--- src/rtl/decode_queue_pkg.sv ---
// decode_queue_pkg: shared types for the fetch-to-execute decode buffer.
// Holds the decoded control bundle, its field enums, the NOP bundle constant
// and the machine exception cause codes that the queue can raise.
package decode_queue_pkg;

    localparam int Xlen = 32;
    localparam int Ilen = 32;

    typedef enum logic [2:0] {
        InstNone, InstR, InstI, InstS, InstB, InstU, InstJ
    } inst_type_e;

    typedef enum logic [3:0] {
        JmpNone, JmpJal, JmpJalr, JmpBeq, JmpBne, JmpBlt, JmpBge, JmpBltu, JmpBgeu
    } jump_type_e;

    typedef enum logic [2:0] {
        WbNone, WbAlu, WbMem, WbPc4, WbCsr
    } reg_wb_src_e;

    typedef enum logic [3:0] {
        OpAdd, OpSub, OpSll, OpSlt, OpSltu, OpXor, OpSrl, OpSra, OpOr, OpAnd, OpPassB
    } alu_op_e;

    typedef enum logic [3:0] {
        MemNone, MemLb, MemLh, MemLw, MemLbu, MemLhu, MemSb, MemSh, MemSw
    } mem_type_e;

    typedef enum logic [1:0] {
        CsrNone, CsrRw, CsrRs, CsrRc
    } csr_op_e;

    typedef enum logic [3:0] {
        InstAddrMisaligned = 4'd0,
        InstAccessFault    = 4'd1,
        IllegalInst        = 4'd2,
        Breakpoint         = 4'd3,
        EcallM             = 4'd11
    } csr_mcause_e;

    typedef struct packed {
        logic [Xlen-1:0] imm;
        inst_type_e      inst_type;
        jump_type_e      jump_type;
        reg_wb_src_e     reg_wb_src;
        alu_op_e         alu_op;
        mem_type_e       mem_type;
        logic [4:0]      rs1_addr;
        logic [4:0]      rs2_addr;
        logic [4:0]      rd_addr;
        csr_op_e         csr_op;
        logic            csr_imm;
        logic [11:0]     csr_addr;
        logic            is_fencei;
    } decode_bundle_t;

    // Bundle with no architectural side effect: no writeback, memory, jump or CSR access.
    localparam decode_bundle_t NopBundle = '{
        imm:        '0,
        inst_type:  InstNone,
        jump_type:  JmpNone,
        reg_wb_src: WbNone,
        alu_op:     OpAdd,
        mem_type:   MemNone,
        rs1_addr:   5'd0,
        rs2_addr:   5'd0,
        rd_addr:    5'd0,
        csr_op:     CsrNone,
        csr_imm:    1'b0,
        csr_addr:   12'd0,
        is_fencei:  1'b0
    };

endpackage

--- src/rtl/decode_queue_if.sv ---
// decode_queue_if: fetch-side push, execute-side pop and flush/occupancy of the decode queue.
// master = fetch/backend environment, slave = the queue itself.
// Depth must match the queue instance so that the count width agrees.
interface decode_queue_if #(
    parameter int Depth = 4
);
    import decode_queue_pkg::*;

    localparam int CountW = $clog2(Depth + 1);

    logic                  flush;
    logic                  in_valid;
    logic                  in_ready;
    logic [Xlen-1:0]       in_pc;
    logic [Ilen-1:0]       in_inst;
    logic                  in_fault;
    logic                  out_valid;
    logic                  out_ready;
    logic [Xlen-1:0]       out_pc;
    decode_bundle_t        out_bundle;
    logic                  out_expt_valid;
    csr_mcause_e           out_expt_cause;
    logic [Xlen-1:0]       out_expt_value;
    logic [CountW-1:0]     count;

    modport master (
        output flush, in_valid, in_pc, in_inst, in_fault, out_ready,
        input  in_ready, out_valid, out_pc, out_bundle,
               out_expt_valid, out_expt_cause, out_expt_value, count
    );

    modport slave (
        input  flush, in_valid, in_pc, in_inst, in_fault, out_ready,
        output in_ready, out_valid, out_pc, out_bundle,
               out_expt_valid, out_expt_cause, out_expt_value, count
    );

endinterface

--- src/rtl/decode_queue_decode.sv ---
// decode_queue_decode: RV32I(+Zicsr, Zifencei) combinational instruction decoder.
// Latency: purely combinational. Backpressure: none, no state.
// Ports: pc/inst in; bundle, expt_valid/expt_cause/expt_value out. Illegal words decode to NopBundle.
module decode_queue_decode
    import decode_queue_pkg::*;
(
    input  logic [Xlen-1:0] pc,
    input  logic [Ilen-1:0] inst,
    output decode_bundle_t  bundle,
    output logic            expt_valid,
    output csr_mcause_e     expt_cause,
    output logic [Xlen-1:0] expt_value
);
    logic [6:0]      opcode;
    logic [2:0]      funct3;
    logic [6:0]      funct7;
    logic [Xlen-1:0] imm_i, imm_s, imm_b, imm_u, imm_j;
    logic            illegal, is_ecall, is_ebreak;
    decode_bundle_t  dec;

    assign opcode = inst[6:0];
    assign funct3 = inst[14:12];
    assign funct7 = inst[31:25];

    // Immediate formats written for Xlen == 32.
    assign imm_i = {{20{inst[31]}}, inst[31:20]};
    assign imm_s = {{20{inst[31]}}, inst[31:25], inst[11:7]};
    assign imm_b = {{19{inst[31]}}, inst[31], inst[7], inst[30:25], inst[11:8], 1'b0};
    assign imm_u = {inst[31:12], 12'b0};
    assign imm_j = {{12{inst[31]}}, inst[19:12], inst[20], inst[30:21], 1'b0};

    always_comb begin
        dec       = NopBundle;
        illegal   = 1'b0;
        is_ecall  = 1'b0;
        is_ebreak = 1'b0;
        case (opcode)
            7'b0110111: begin // lui
                dec.inst_type  = InstU;
                dec.imm        = imm_u;
                dec.alu_op     = OpPassB;
                dec.reg_wb_src = WbAlu;
                dec.rd_addr    = inst[11:7];
            end
            7'b0010111: begin // auipc
                dec.inst_type  = InstU;
                dec.imm        = imm_u;
                dec.reg_wb_src = WbAlu;
                dec.rd_addr    = inst[11:7];
            end
            7'b1101111: begin // jal
                dec.inst_type  = InstJ;
                dec.imm        = imm_j;
                dec.jump_type  = JmpJal;
                dec.reg_wb_src = WbPc4;
                dec.rd_addr    = inst[11:7];
            end
            7'b1100111: begin // jalr
                dec.inst_type  = InstI;
                dec.imm        = imm_i;
                dec.jump_type  = JmpJalr;
                dec.reg_wb_src = WbPc4;
                dec.rs1_addr   = inst[19:15];
                dec.rd_addr    = inst[11:7];
                illegal        = (funct3 != 3'b000);
            end
            7'b1100011: begin // branches compare via subtract
                dec.inst_type = InstB;
                dec.imm       = imm_b;
                dec.alu_op    = OpSub;
                dec.rs1_addr  = inst[19:15];
                dec.rs2_addr  = inst[24:20];
                case (funct3)
                    3'b000:  dec.jump_type = JmpBeq;
                    3'b001:  dec.jump_type = JmpBne;
                    3'b100:  dec.jump_type = JmpBlt;
                    3'b101:  dec.jump_type = JmpBge;
                    3'b110:  dec.jump_type = JmpBltu;
                    3'b111:  dec.jump_type = JmpBgeu;
                    default: illegal = 1'b1;
                endcase
            end
            7'b0000011: begin // loads
                dec.inst_type  = InstI;
                dec.imm        = imm_i;
                dec.reg_wb_src = WbMem;
                dec.rs1_addr   = inst[19:15];
                dec.rd_addr    = inst[11:7];
                case (funct3)
                    3'b000:  dec.mem_type = MemLb;
                    3'b001:  dec.mem_type = MemLh;
                    3'b010:  dec.mem_type = MemLw;
                    3'b100:  dec.mem_type = MemLbu;
                    3'b101:  dec.mem_type = MemLhu;
                    default: illegal = 1'b1;
                endcase
            end
            7'b0100011: begin // stores
                dec.inst_type = InstS;
                dec.imm       = imm_s;
                dec.rs1_addr  = inst[19:15];
                dec.rs2_addr  = inst[24:20];
                case (funct3)
                    3'b000:  dec.mem_type = MemSb;
                    3'b001:  dec.mem_type = MemSh;
                    3'b010:  dec.mem_type = MemSw;
                    default: illegal = 1'b1;
                endcase
            end
            7'b0010011: begin // op-imm
                dec.inst_type  = InstI;
                dec.imm        = imm_i;
                dec.reg_wb_src = WbAlu;
                dec.rs1_addr   = inst[19:15];
                dec.rd_addr    = inst[11:7];
                case (funct3)
                    3'b000: dec.alu_op = OpAdd;
                    3'b010: dec.alu_op = OpSlt;
                    3'b011: dec.alu_op = OpSltu;
                    3'b100: dec.alu_op = OpXor;
                    3'b110: dec.alu_op = OpOr;
                    3'b111: dec.alu_op = OpAnd;
                    3'b001: begin
                        dec.alu_op = OpSll;
                        illegal    = (funct7 != 7'b0000000);
                    end
                    default: begin // 3'b101: shift right, funct7 bit 5 selects arithmetic
                        dec.alu_op = funct7[5] ? OpSra : OpSrl;
                        illegal    = ((funct7 & 7'b1011111) != 7'b0000000);
                    end
                endcase
            end
            7'b0110011: begin // register-register
                dec.inst_type  = InstR;
                dec.reg_wb_src = WbAlu;
                dec.rs1_addr   = inst[19:15];
                dec.rs2_addr   = inst[24:20];
                dec.rd_addr    = inst[11:7];
                case ({funct7, funct3})
                    10'b0000000_000: dec.alu_op = OpAdd;
                    10'b0100000_000: dec.alu_op = OpSub;
                    10'b0000000_001: dec.alu_op = OpSll;
                    10'b0000000_010: dec.alu_op = OpSlt;
                    10'b0000000_011: dec.alu_op = OpSltu;
                    10'b0000000_100: dec.alu_op = OpXor;
                    10'b0000000_101: dec.alu_op = OpSrl;
                    10'b0100000_101: dec.alu_op = OpSra;
                    10'b0000000_110: dec.alu_op = OpOr;
                    10'b0000000_111: dec.alu_op = OpAnd;
                    default:         illegal    = 1'b1;
                endcase
            end
            7'b0001111: begin // fence is a no-op here; fence.i flagged for the backend
                case (funct3)
                    3'b000:  ;
                    3'b001:  dec.is_fencei = 1'b1;
                    default: illegal = 1'b1;
                endcase
            end
            7'b1110011: begin // system
                if (funct3 == 3'b000) begin
                    if (inst == 32'h0000_0073) begin
                        is_ecall = 1'b1;
                    end else if (inst == 32'h0010_0073) begin
                        is_ebreak = 1'b1;
                    end else begin
                        illegal = 1'b1;
                    end
                end else if (funct3 == 3'b100) begin
                    illegal = 1'b1;
                end else begin
                    // csr_imm variants carry a 5-bit zero-extended uimm in the rs1 field
                    dec.inst_type  = InstI;
                    dec.reg_wb_src = WbCsr;
                    dec.rd_addr    = inst[11:7];
                    dec.rs1_addr   = inst[19:15];
                    dec.csr_addr   = inst[31:20];
                    dec.csr_imm    = funct3[2];
                    dec.imm        = {27'b0, inst[19:15]};
                    case (funct3[1:0])
                        2'b01:   dec.csr_op = CsrRw;
                        2'b10:   dec.csr_op = CsrRs;
                        default: dec.csr_op = CsrRc;
                    endcase
                end
            end
            default: illegal = 1'b1;
        endcase
    end

    always_comb begin
        bundle     = illegal ? NopBundle : dec;
        expt_valid = illegal | is_ecall | is_ebreak;
        expt_cause = IllegalInst;
        expt_value = '0;
        if (illegal) begin
            expt_cause = IllegalInst;
            expt_value = Xlen'(inst);
        end else if (is_ebreak) begin
            expt_cause = Breakpoint;
            expt_value = pc;
        end else if (is_ecall) begin
            expt_cause = EcallM;
        end
    end

endmodule

--- src/rtl/decode_queue.sv ---
// decode_queue: Depth-entry circular buffer of fetched {pc, inst, fault}, head decoded for execute.
// Latency: 1 cycle push-to-head; 0 cycles when empty with DECODE_QUEUE_BYPASS_EN defined.
// Backpressure: in_ready = !full && !flush from registered state only; flush drops everything in 1 cycle.
// Ports: clk, rst_n (async active-low); q (decode_queue_if.slave) carries push, pop, flush and count.
module decode_queue
    import decode_queue_pkg::*;
#(
    parameter int Depth = 4 // power of two, >= 2
) (
    input  logic          clk,
    input  logic          rst_n,
    decode_queue_if.slave q
);
    localparam int IdxW   = $clog2(Depth);
    localparam int CountW = $clog2(Depth + 1);
    localparam logic [IdxW:0] PtrOne = (IdxW + 1)'(1);

    typedef struct packed {
        logic [Xlen-1:0] pc;
        logic [Ilen-1:0] inst;
        logic            fault;
    } entry_t;

    entry_t          store [Depth];
    // Pointers carry one extra wrap bit so full and empty are distinguishable.
    logic [IdxW:0]   wr_ptr, rd_ptr;
    logic [IdxW-1:0] wr_idx, rd_idx;
    logic            empty, full, push, pop, bypass_take, head_vld;
    entry_t          head;

    decode_bundle_t  dec_bundle;
    logic            dec_expt_valid;
    csr_mcause_e     dec_expt_cause;
    logic [Xlen-1:0] dec_expt_value;

    assign wr_idx = wr_ptr[IdxW-1:0];
    assign rd_idx = rd_ptr[IdxW-1:0];
    assign empty  = (wr_ptr == rd_ptr);
    assign full   = (wr_idx == rd_idx) && (wr_ptr[IdxW] != rd_ptr[IdxW]);

    assign q.in_ready = !full && !q.flush;

`ifdef DECODE_QUEUE_BYPASS_EN
    entry_t in_entry;
    assign in_entry    = '{pc: q.in_pc, inst: q.in_inst, fault: q.in_fault};
    // When empty the fetch word is presented directly; if execute takes it now it is never stored.
    assign head        = empty ? in_entry : store[rd_idx];
    assign head_vld    = !empty || q.in_valid;
    assign bypass_take = empty && q.in_valid && q.out_ready && !q.flush;
`else
    assign head        = store[rd_idx];
    assign head_vld    = !empty;
    assign bypass_take = 1'b0;
`endif

    assign q.out_valid = head_vld && !q.flush;

    assign push = q.in_valid && q.in_ready && !bypass_take;
    assign pop  = q.out_valid && q.out_ready && !bypass_take;

    always_ff @(posedge clk or negedge rst_n) begin
        if (!rst_n) begin
            wr_ptr <= '0;
            rd_ptr <= '0;
        end else if (q.flush) begin
            rd_ptr <= wr_ptr;
        end else begin
            if (push) begin
                wr_ptr <= wr_ptr + PtrOne;
            end
            if (pop) begin
                rd_ptr <= rd_ptr + PtrOne;
            end
        end
    end

    // Payload storage is deliberately not reset; pointers alone define validity.
    always_ff @(posedge clk) begin
        if (push) begin
            store[wr_idx] <= '{pc: q.in_pc, inst: q.in_inst, fault: q.in_fault};
        end
    end

    // Pointer difference modulo 2*Depth is the occupancy.
    assign q.count = CountW'(wr_ptr - rd_ptr);

    decode_queue_decode u_decode (
        .pc         (head.pc),
        .inst       (head.inst),
        .bundle     (dec_bundle),
        .expt_valid (dec_expt_valid),
        .expt_cause (dec_expt_cause),
        .expt_value (dec_expt_value)
    );

    assign q.out_pc = head.pc;

    // A fetch fault means the word is garbage: it wins over anything the decoder says.
    always_comb begin
        q.out_bundle     = dec_bundle;
        q.out_expt_valid = dec_expt_valid;
        q.out_expt_cause = dec_expt_cause;
        q.out_expt_value = dec_expt_value;
        if (head.fault) begin
            q.out_bundle     = NopBundle;
            q.out_expt_valid = 1'b1;
            q.out_expt_cause = InstAccessFault;
            q.out_expt_value = head.pc;
        end
    end

endmodule

--- src/flat_wrapper.sv ---
// flat-port wrapper written by rule: the top's interface ports become plain ports
module decode_queue_flat import decode_queue_pkg::*;
#(
    parameter int Depth = 4                      
)
  (clk, rst_n, q_flush, q_in_valid, q_in_pc, q_in_inst, q_in_fault, q_out_ready, q_in_ready, q_out_valid, q_out_pc, q_out_bundle, q_out_expt_valid, q_out_expt_cause, q_out_expt_value, q_count);
  decode_queue_if #(.Depth(Depth)) q_i ();
  input  logic clk;
  input  logic rst_n;
  input wire logic [$bits(q_i.flush)-1:0] q_flush;
  input wire logic [$bits(q_i.in_valid)-1:0] q_in_valid;
  input wire logic [$bits(q_i.in_pc)-1:0] q_in_pc;
  input wire logic [$bits(q_i.in_inst)-1:0] q_in_inst;
  input wire logic [$bits(q_i.in_fault)-1:0] q_in_fault;
  input wire logic [$bits(q_i.out_ready)-1:0] q_out_ready;
  output wire logic [$bits(q_i.in_ready)-1:0] q_in_ready;
  output wire logic [$bits(q_i.out_valid)-1:0] q_out_valid;
  output wire logic [$bits(q_i.out_pc)-1:0] q_out_pc;
  output wire logic [$bits(q_i.out_bundle)-1:0] q_out_bundle;
  output wire logic [$bits(q_i.out_expt_valid)-1:0] q_out_expt_valid;
  output wire logic [$bits(q_i.out_expt_cause)-1:0] q_out_expt_cause;
  output wire logic [$bits(q_i.out_expt_value)-1:0] q_out_expt_value;
  output wire logic [$bits(q_i.count)-1:0] q_count;
  assign q_i.flush = q_flush;
  assign q_i.in_valid = q_in_valid;
  assign q_i.in_pc = q_in_pc;
  assign q_i.in_inst = q_in_inst;
  assign q_i.in_fault = q_in_fault;
  assign q_i.out_ready = q_out_ready;
  assign q_in_ready = q_i.in_ready;
  assign q_out_valid = q_i.out_valid;
  assign q_out_pc = q_i.out_pc;
  assign q_out_bundle = q_i.out_bundle;
  assign q_out_expt_valid = q_i.out_expt_valid;
  assign q_out_expt_cause = q_i.out_expt_cause;
  assign q_out_expt_value = q_i.out_expt_value;
  assign q_count = q_i.count;
  decode_queue #(.Depth(Depth)) u_core (.clk(clk), .rst_n(rst_n), .q(q_i));
endmodule
--- config.mk ---
export PLATFORM = sky130hd
export DESIGN_NAME = decode_queue_flat
export DESIGN_NICKNAME = d
export VERILOG_FILES = /design/src/rtl/decode_queue_pkg.sv /design/src/rtl/decode_queue_if.sv /design/src/rtl/decode_queue_decode.sv /design/src/rtl/decode_queue.sv /design/src/flat_wrapper.sv
export SDC_FILE = /design/constraint.sdc
export NUM_CORES = 1
export LEC_CHECK = 0
export ABC_AREA = 1
export CAP_MARGIN = 20
export CELL_PAD_IN_SITES_DETAIL_PLACEMENT = 0
export CELL_PAD_IN_SITES_GLOBAL_PLACEMENT = 2
export CORE_MARGIN = 2
export CORE_UTILIZATION = 36
export DETAILED_ROUTE_END_ITERATION = 10
export PLACE_DENSITY = 0.95
export SYNTH_ARGS = -nofsm -noshare
export SYNTH_HDL_FRONTEND = slang
export SYNTH_SLANG_ARGS = --single-unit
--- constraint.sdc ---
create_clock -name clk -period 13.3 [get_ports clk]
set_clock_uncertainty 0.05 [all_clocks]
set_input_delay 2.66 -clock clk [delete_from_list [all_inputs] [get_ports clk]]
set_output_delay 2.66 -clock clk [all_outputs]
set_load 0.05 [all_outputs]
==> results of run 1 <==
-- sequential cells by signal, summed over array words and instances (netlist names) --
register	flops
u_core.store	260
u_core.wr_ptr	3
u_core.rd_ptr	3
-- final timing paths --
kind	from	to
max in group asynchronous	rst_n	u_core.rd_ptr[0]$_DFFE_PN0P_
min in group asynchronous	rst_n	u_core.rd_ptr[2]$_DFFE_PN0P_
worst min register to register	u_core.wr_ptr[2]$_DFFE_PN0P_	u_core.wr_ptr[2]$_DFFE_PN0P_
worst min-delay path	u_core.wr_ptr[2]$_DFFE_PN0P_	u_core.wr_ptr[2]$_DFFE_PN0P_
worst max-delay path	u_core.rd_ptr[0]$_DFFE_PN0P_	q_out_bundle[47]
worst max register to register	u_core.rd_ptr[0]$_DFFE_PN0P_	u_core.store[3][20]$_DFFE_PP_
-- synth_stat cells, drive strengths merged --
cell type,instances
nand2,406
edfxtp,260
nor2,186
nand3,120
o21ai,80
inv,70
buf,44
clkbuf,28
o22ai,25
a21oi,21
nand4,19
nor3,15
a32oi,10
ha,7
nand3b,7
dfrtp,6
or2,4
a22oi,3
xor2,3
a31oi,2
o211ai,2
o221ai,2
a211oi,1
a221oi,1
a41oi,1
clkinv,1
conb,1
fa,1
nor4,1
-- cells by family (layout without fill, tap and decap cells) --
group | after synthesis | after routing | share of synthesized area [%]
flip-flops | 266 | 266 | 61.9
other | 1 | 3 | 0.0292
XOR/XNOR | 3 | 3 | 0.205
buffers and inverters | 143 | 355 | 5.11
adder cells (fa/ha/maj) | 8 | 8 | 0.838
AO/OA/AOI/OAI | 148 | 148 | 6.70
AND/OR/NAND/NOR | 758 | 758 | 25.2
-- per-stage QoR --
step / instances / setup WS (ns) / power (mW) / area (sq um)
3_5_place_dp: 1949 / 4.31 / 3.44 / 15400
2_1_floorplan: 1327 / 6.02 / 2.66 / 12800
3_3_place_gp: 1949 / 4.45 / 3.43 / 15400
5_1_grt: 2000 / 3.06 / 4.43 / 16300
6_report: 2002 / 3.72 / 4.20 / 16300
4_1_cts: 1999 / 3.70 / 4.22 / 16300
-- routing by layer --
layer	routed length [um]	share of wire (%)
met5	13	0.032
met1	17700	43
met4	1090	2.7
met3	3130	7.7
met2	18700	46
-- layout make-up --
type / count / area [sq um]
Antenna cell: 2 / 5.00
Clock buffer: 30 / 687
Clock inverter: 20 / 248
Fill cell: 3305 / 19100
Inverter: 71 / 270
Multi-Input combinational cell: 918 / 4260
Sequential cell: 266 / 7960
Tap cell: 461 / 577
Timing Repair Buffer: 234 / 2330
-- where the power goes --
part	switching, mW	internal (mW)	total [mW]
clock	0.312	0.472	0.784
combinational	1.74	0.607	2.35
sequential	0.0430	1.03	1.07
==> summary.md, run 1 <==
| Metric | Value |
|---|---|
| Startpoint types | `flip-flop` |
| Worst path most repeated cell | `nor2_1` |
| Arr. time, crit path | `6.87 ns` |
| Die Ht | `~190 um` |
| Remaining antenna violation count after routing | `0` |
| Final core utilization | `between 40% and 50%` |
| Clk sink count | `266` |
| Synth top area cells | `edfxtp_1, nand2_1, nor2_1` |
| Chip Width | `approximately 190 um` |
| IO Pins | `225` |
| Post-route minimum period | `about 9.6 ns` |
| Routed wire length | `just over 40,000 um` |
| Delay-heaviest family, CP | `simple AND/OR/NAND/NOR gates` |
| Worst slew pin tran | `about 0.99 ns` |
| Post_cts resized | `0` |
| Worst r2r path cells | `5` |
| Crit path capture type | `primary output` |
| CP cell instances | `buf_4 > inv_4 > nand2_1 > nand3_1 > nand2_1 > nand2_1 > nor2_1 > inv_1 > nor2_1 > nor2_1 > nor2_1 > nand3_1 > nor2_4 > nand2_4 > clkinv_2 > nand2_4 > nor2_2 > clkdlybuf4s50_1` |
| Yosys top cell area share | `about 61%` |
| First-pass GRT wire length | `approximately 60,000 um` |
| Syn_area_per_cell | `between 9 and 10 sq um` |
| Area delta synth->final | `27.2%` |
| Post-synth top area cell | `edfxtp_1` |
| H-tree depth | `1` |
| GP Congestion | `~0.87` |
| Drt initial violations | `roughly 980` |
| Buffers on Ports | `about 220` |
| Total CTS buffers | `27` |
| CP Class | `flip-flop to primary output` |
| PwrDens | `between 200 and 300 nW/um^2` |
| R2r setup slk | `9.77 ns` |
| Critical-path top delay cell | `clkdlybuf4s50_1` |
| Starting density of the core | `36.3%` |
| Seq cells post-synth | `around 270` |
| Met3 Usage GRT | `3.62%` |
| CTS Hold Bufs | `0` |
| Final Slew Violations | `0` |
| Final hold viol count | `0` |
| Pleak | `6.00 nW` |
| Clock transition at the registers of the reported paths | `around 0.06 ns` |
| Setup_tns | `0 ns` |
| CP max FO | `roughly 80` |
| Max VDD drop | `approximately 320 uV` |
| Highest-count cells in the layout ignoring fill and taps | `nand2_1, edfxtp_1, clkdlybuf4s50_1, nor2_1, nand3_1` |
| Largest net degree at the start of global routing | `80` |
| Share of cells above drive strength 1 | `about 7.1%` |
| Die area | `approximately 37,000 sq um` |
| Clock root buffer | `clkbuf_16` |
| Ys Warns | `0` |
| Overall routing resource usage | `~21%` |
| CTS max path bufs | `3` |
| Core area | `roughly 35,000 sq um` |
| Initial antenna violation count | `2` |
| Syn Inst Count | `around 1,300` |
| RSZ-0062 raised after global routing | `no` |
| Outcome | `complete, no violations` |
| Mapped Area | `between 10,000 and 15,000 sq um` |
| WHS Path Cells | `1` |
| Drt via density | `roughly 5.2` |
| DR DRC count | `0` |
| Vias in the first global route | `slightly below 10,000` |
| Instance count on the critical path | `18` |
| DR WL/cell | `roughly 20 um` |
| Endpoints failing setup | `0` |
| Seq/Total Area, Yosys | `just over 60%` |
| Met2 global-route usage | `a little over a third` |
| Nets | `between 1,500 and 2,000` |
| Setup Buffers After CTS | `0` |
| Std-Cell Rows | `a little under 70` |
| Slowest Stage Delay on Critical Path | `a little over 0.8 ns` |
| Drt pass-1 iters | `5` |
| Final cycle utilization of the critical path | `slightly above 70%` |
| CP required | `around 11 ns` |
| Routed via count | `10,300` |
| Relative slew margins | `34.1%` |
| Max-cap violations | `0` |
| HPWL Detailed | `between 20,000 and 30,000 um` |
| Syn Nets | `approximately 1,400` |
| Fmax | `roughly 0.10 GHz` |
| GR met1 Demand/Resource | `~29%` |
| Hold/Removal Path Class | `flip-flop to flip-flop` |
| GRT overflow | `0` |
| Buf+Inv Stages, Crit Path | `5` |
| GRT Max-Usage Layer | `met2` |
| Leading cell type in the layout, fill and taps excluded | `nand2_1` |
| TritonCTS clock tree | `done` |
| Hold_ws | `around 0.47 ns` |
| Clk_lat worst skew | `~0.55 ns` |
| Post-synth cell types | `42` |
Note: power is estimated with default switching activity, not from simulation.
==> run 2, diff against run 1 <==
Settings changed: CORE_UTILIZATION 36 to 33, PLACE_DENSITY 0.95 to 0.92.
Clock period 13.3 ns to 9.6 ns, I/O delays scaled along.
==> run 2 against run 1 <==
Net effect:
- first-iteration DRC count fell by 20%
- cell count up 2.9%
- worst hold slack improved by 0.032 ns
- clock power is 47% higher
- cell area increased by 0.79%
- core utilization shrank 3.4 points
- power is 41% higher
- count of clock-buffer cells in the layout shrank 1
- non-clock buffer count is the same
- global-route usage decreased by 1.2 points
- register-to-register slack worse by 4.8 ns
- largest power group unchanged
==> summary.md, run 2 (synthesis gave the netlist of run 1 again) <==
| Metric | Value |
|---|---|
| Std-Cell Rows | `72 (+4.3%)` |
| Nets | `1,597 (+0.063%)` |
| Drt initial violations | `787 (-20%)` |
| Startpoint types | `flip-flop` |
| Initial antenna violation count | `3 (+1)` |
| FF-to-FF End | `u_core.store[3][17]$_DFFE_PP_` |
| CP Class | `flip-flop to primary output` |
| First-pass GRT wire length | `62,400 um (+4.4%)` |
| Clock transition at the registers of the reported paths | `0.06 ns (about the same)` |
| Clk sink count | `266 (unchanged)` |
| Routed wire length | `42,200 um (+3.9%)` |
| Vias in the first global route | `10,100 (+2.7%)` |
| Total CTS buffers | `28 (+3.7%)` |
| Die Ht | `201 um (+4.4%)` |
| Final hold viol count | `0 (unchanged)` |
| Largest net degree at the start of global routing | `88 (+10%)` |
| Relative slew margins | `27.3% (-6.8 points)` |
| Endpoints failing setup | `0 (unchanged)` |
| Switching part of the total power | `50.0% (+0.12 points)` |
| Total Power | `5.92 mW (+41%)` |
| Leading cell type in the layout, fill and taps excluded | `nand2_1` |
| R2r setup slk | `4.93 ns (-4.84 ns)` |
| Clock network fraction of total power | `19.5% (+0.8 points)` |
| Clock root buffer | `clkbuf_16` |
| Highest-count cells in the layout ignoring fill and taps | `nand2_1, edfxtp_1, clkdlybuf4s50_1, nor2_1, nand3_1` |
| Hold Startpoint | `u_core.wr_ptr[2]$_DFFE_PN0P_` |
| TritonCTS clock tree | `done` |
| GRT overflow | `0 (unchanged)` |
| Max-cap violations | `0 (unchanged)` |
| CP max FO | `87 (+10%)` |
| HPWL Detailed | `29,000 um (+4.5%)` |
| Setup_tns | `0 ns (unchanged)` |
| Area delta synth->final | `28.2%` |
| Remaining antenna violation count after routing | `0 (unchanged)` |
| Final Slew Violations | `0 (unchanged)` |
| Arr. time, crit path | `6.17 ns (-0.70 ns)` |
| Die area | `40,500 sq um (+8.9%)` |
| Clk_lat worst skew | `0.56 ns (about the same)` |
| Fmax | `0.123 GHz` |
| IO Pins | `225 (unchanged)` |
| Max VDD drop | `429 uV (+36%)` |
| Hold endpoint | `u_core.wr_ptr[2]$_DFFE_PN0P_` |
| Drt pass-1 iters | `5 (unchanged)` |
| Post_cts resized | `0 (unchanged)` |
| Setup Buffers After CTS | `0 (unchanged)` |
| Share of cells above drive strength 1 | `7.40% (+0.25 points)` |
| Internal power | `2.96 mW (+41%)` |
| RSZ-0062 raised after global routing | `no` |
| CP required | `7.63 ns (-2.96 ns)` |
| DR WL/cell | `20.5 um (+0.96%)` |
| PwrDens | `360 nW/um^2 (+40%)` |
| Starting density of the core | `33.3% (-3.0 points)` |
| Crit path capture type | `primary output` |
| Flop pwr share | `25.1% (-0.4 points)` |
| Final cycle utilization of the critical path | `84.8%` |
| Routed via count | `10,400 (+0.74%)` |
| Hold/Removal Path Class | `flip-flop to flip-flop` |
| Pleak | `6.03 nW (+0.43%)` |
| Outcome | `complete, no violations` |
| WHS Path Cells | `1 (unchanged)` |
| Chip Width | `201 um (+4.4%)` |
| Top Registers | `u_core.store x260, u_core.rd_ptr x3, u_core.wr_ptr x3` |
| Post-route minimum period | `~8.1 ns` |
| Max FFs per register | `260 (unchanged)` |
| Overall routing resource usage | `20.2% (-1.2 points)` |
| Logic pwr share | `55.5% (-0.4 points)` |
| CTS Hold Bufs | `0 (unchanged)` |
| Buffers on Ports | `223 (unchanged)` |
| Core area | `38,600 sq um (+8.9%)` |
| DR DRC count | `0 (unchanged)` |
| Net load switching power | `2.96 mW (+41%)` |
| H-tree depth | `1 (unchanged)` |
| CTS max path bufs | `3 (unchanged)` |
| Worst slew pin tran | `1.09 ns (+0.103 ns)` |
| Biggest register | `u_core.store` |
| Drt via density | `5.06 (-2.1%)` |
| Worst r2r path cells | `6 (+1)` |
| Reg2reg start | `u_core.rd_ptr[0]$_DFFE_PN0P_` |
| GP Congestion | `0.897 (+3.4%)` |
-- run 2: worst max-delay path, cell delays in order (launching register included) --
cell and delay (ns):
dfrtp_4 0.79, buf_4 0.82, nand2_1 0.18, nand2_1 0.12, nand2_1 0.05, nand2_1 0.20, nor2_1 0.09, nand2_2 0.31
nand2_2 0.16, nor2_1 0.14, nand2_1 0.07, nand3_1 0.16, nor2_4 0.11, nand2_4 0.42, clkinv_2 0.50, nand2_4 0.51
nor2_1 0.10, clkdlybuf4s50_1 0.72
-- run 2: per-layer routing --
| metal | global-route usage, % | wire length, um | up-vias | part of all wire (%) |
|---|---|---|---|---|
| met1 | 27.5 | 18400 | 5013 | 44 |
| li1 | - | - | 4927 | - |
| met2 | 32.4 | 19300 | 405 | 46 |
| met4 | 6.04 | 1270 | 4 | 3.0 |
| met5 | 0 | 23 | - | 0.054 |
| met3 | 4.31 | 3220 | 70 | 7.6 |
-- run 2: through the flow --
step           setup WS, ns  util, %  hold WS [ns]  std cells  cell area [sq um]
6_report               1.46     42.7         0.500       2060              16500
3_3_place_gp           2.16     40.1         0.460       2007              15500
4_1_cts                1.49     42.7         0.504       2059              16500
5_1_grt                1.10     42.7         0.507       2059              16500
2_1_floorplan          3.06        -         0.426       1327              12800
3_5_place_dp           2.09     40.1         0.494       2007              15500
-- run 2: worst max-delay path by stage --
stage	endpoint	startpoint	cells after the start	slack [ns]
2_1_floorplan	u_core.store[3][0]$_DFFE_PP_	q_flush	3	3.06
3_3_place_gp	q_out_bundle[44]	u_core.rd_ptr[1]$_DFFE_PN0P_	17	2.16
3_5_place_dp	q_out_bundle[44]	u_core.rd_ptr[0]$_DFFE_PN0P_	18	2.09
4_1_cts	q_out_bundle[44]	u_core.rd_ptr[0]$_DFFE_PN0P_	17	1.49
5_1_grt	q_out_bundle[46]	u_core.rd_ptr[0]$_DFFE_PN0P_	18	1.10
6_report	q_out_bundle[46]	u_core.rd_ptr[0]$_DFFE_PN0P_	17	1.46
-- run 2: layout make-up --
cell class	count	area, sq um
tap	518	648
fill	3766	22100
clock inverter	23	303
multi-input combinational	918	4260
timing repair buffer	234	2310
sequential	266	7960
clock buffer	29	704
inverter	71	270
antenna	1	2.50
-- run 2: power by group through the flow --
stage | combinational [mW] | clock [mW] | sequential, mW
global placement | 3.29 | 0 | 1.50
floorplan | 2.21 | 0 | 1.48
global route | 3.50 | 1.22 | 1.50
detailed placement | 3.29 | 0 | 1.51
finish | 3.29 | 1.15 | 1.48
CTS | 3.30 | 1.17 | 1.49
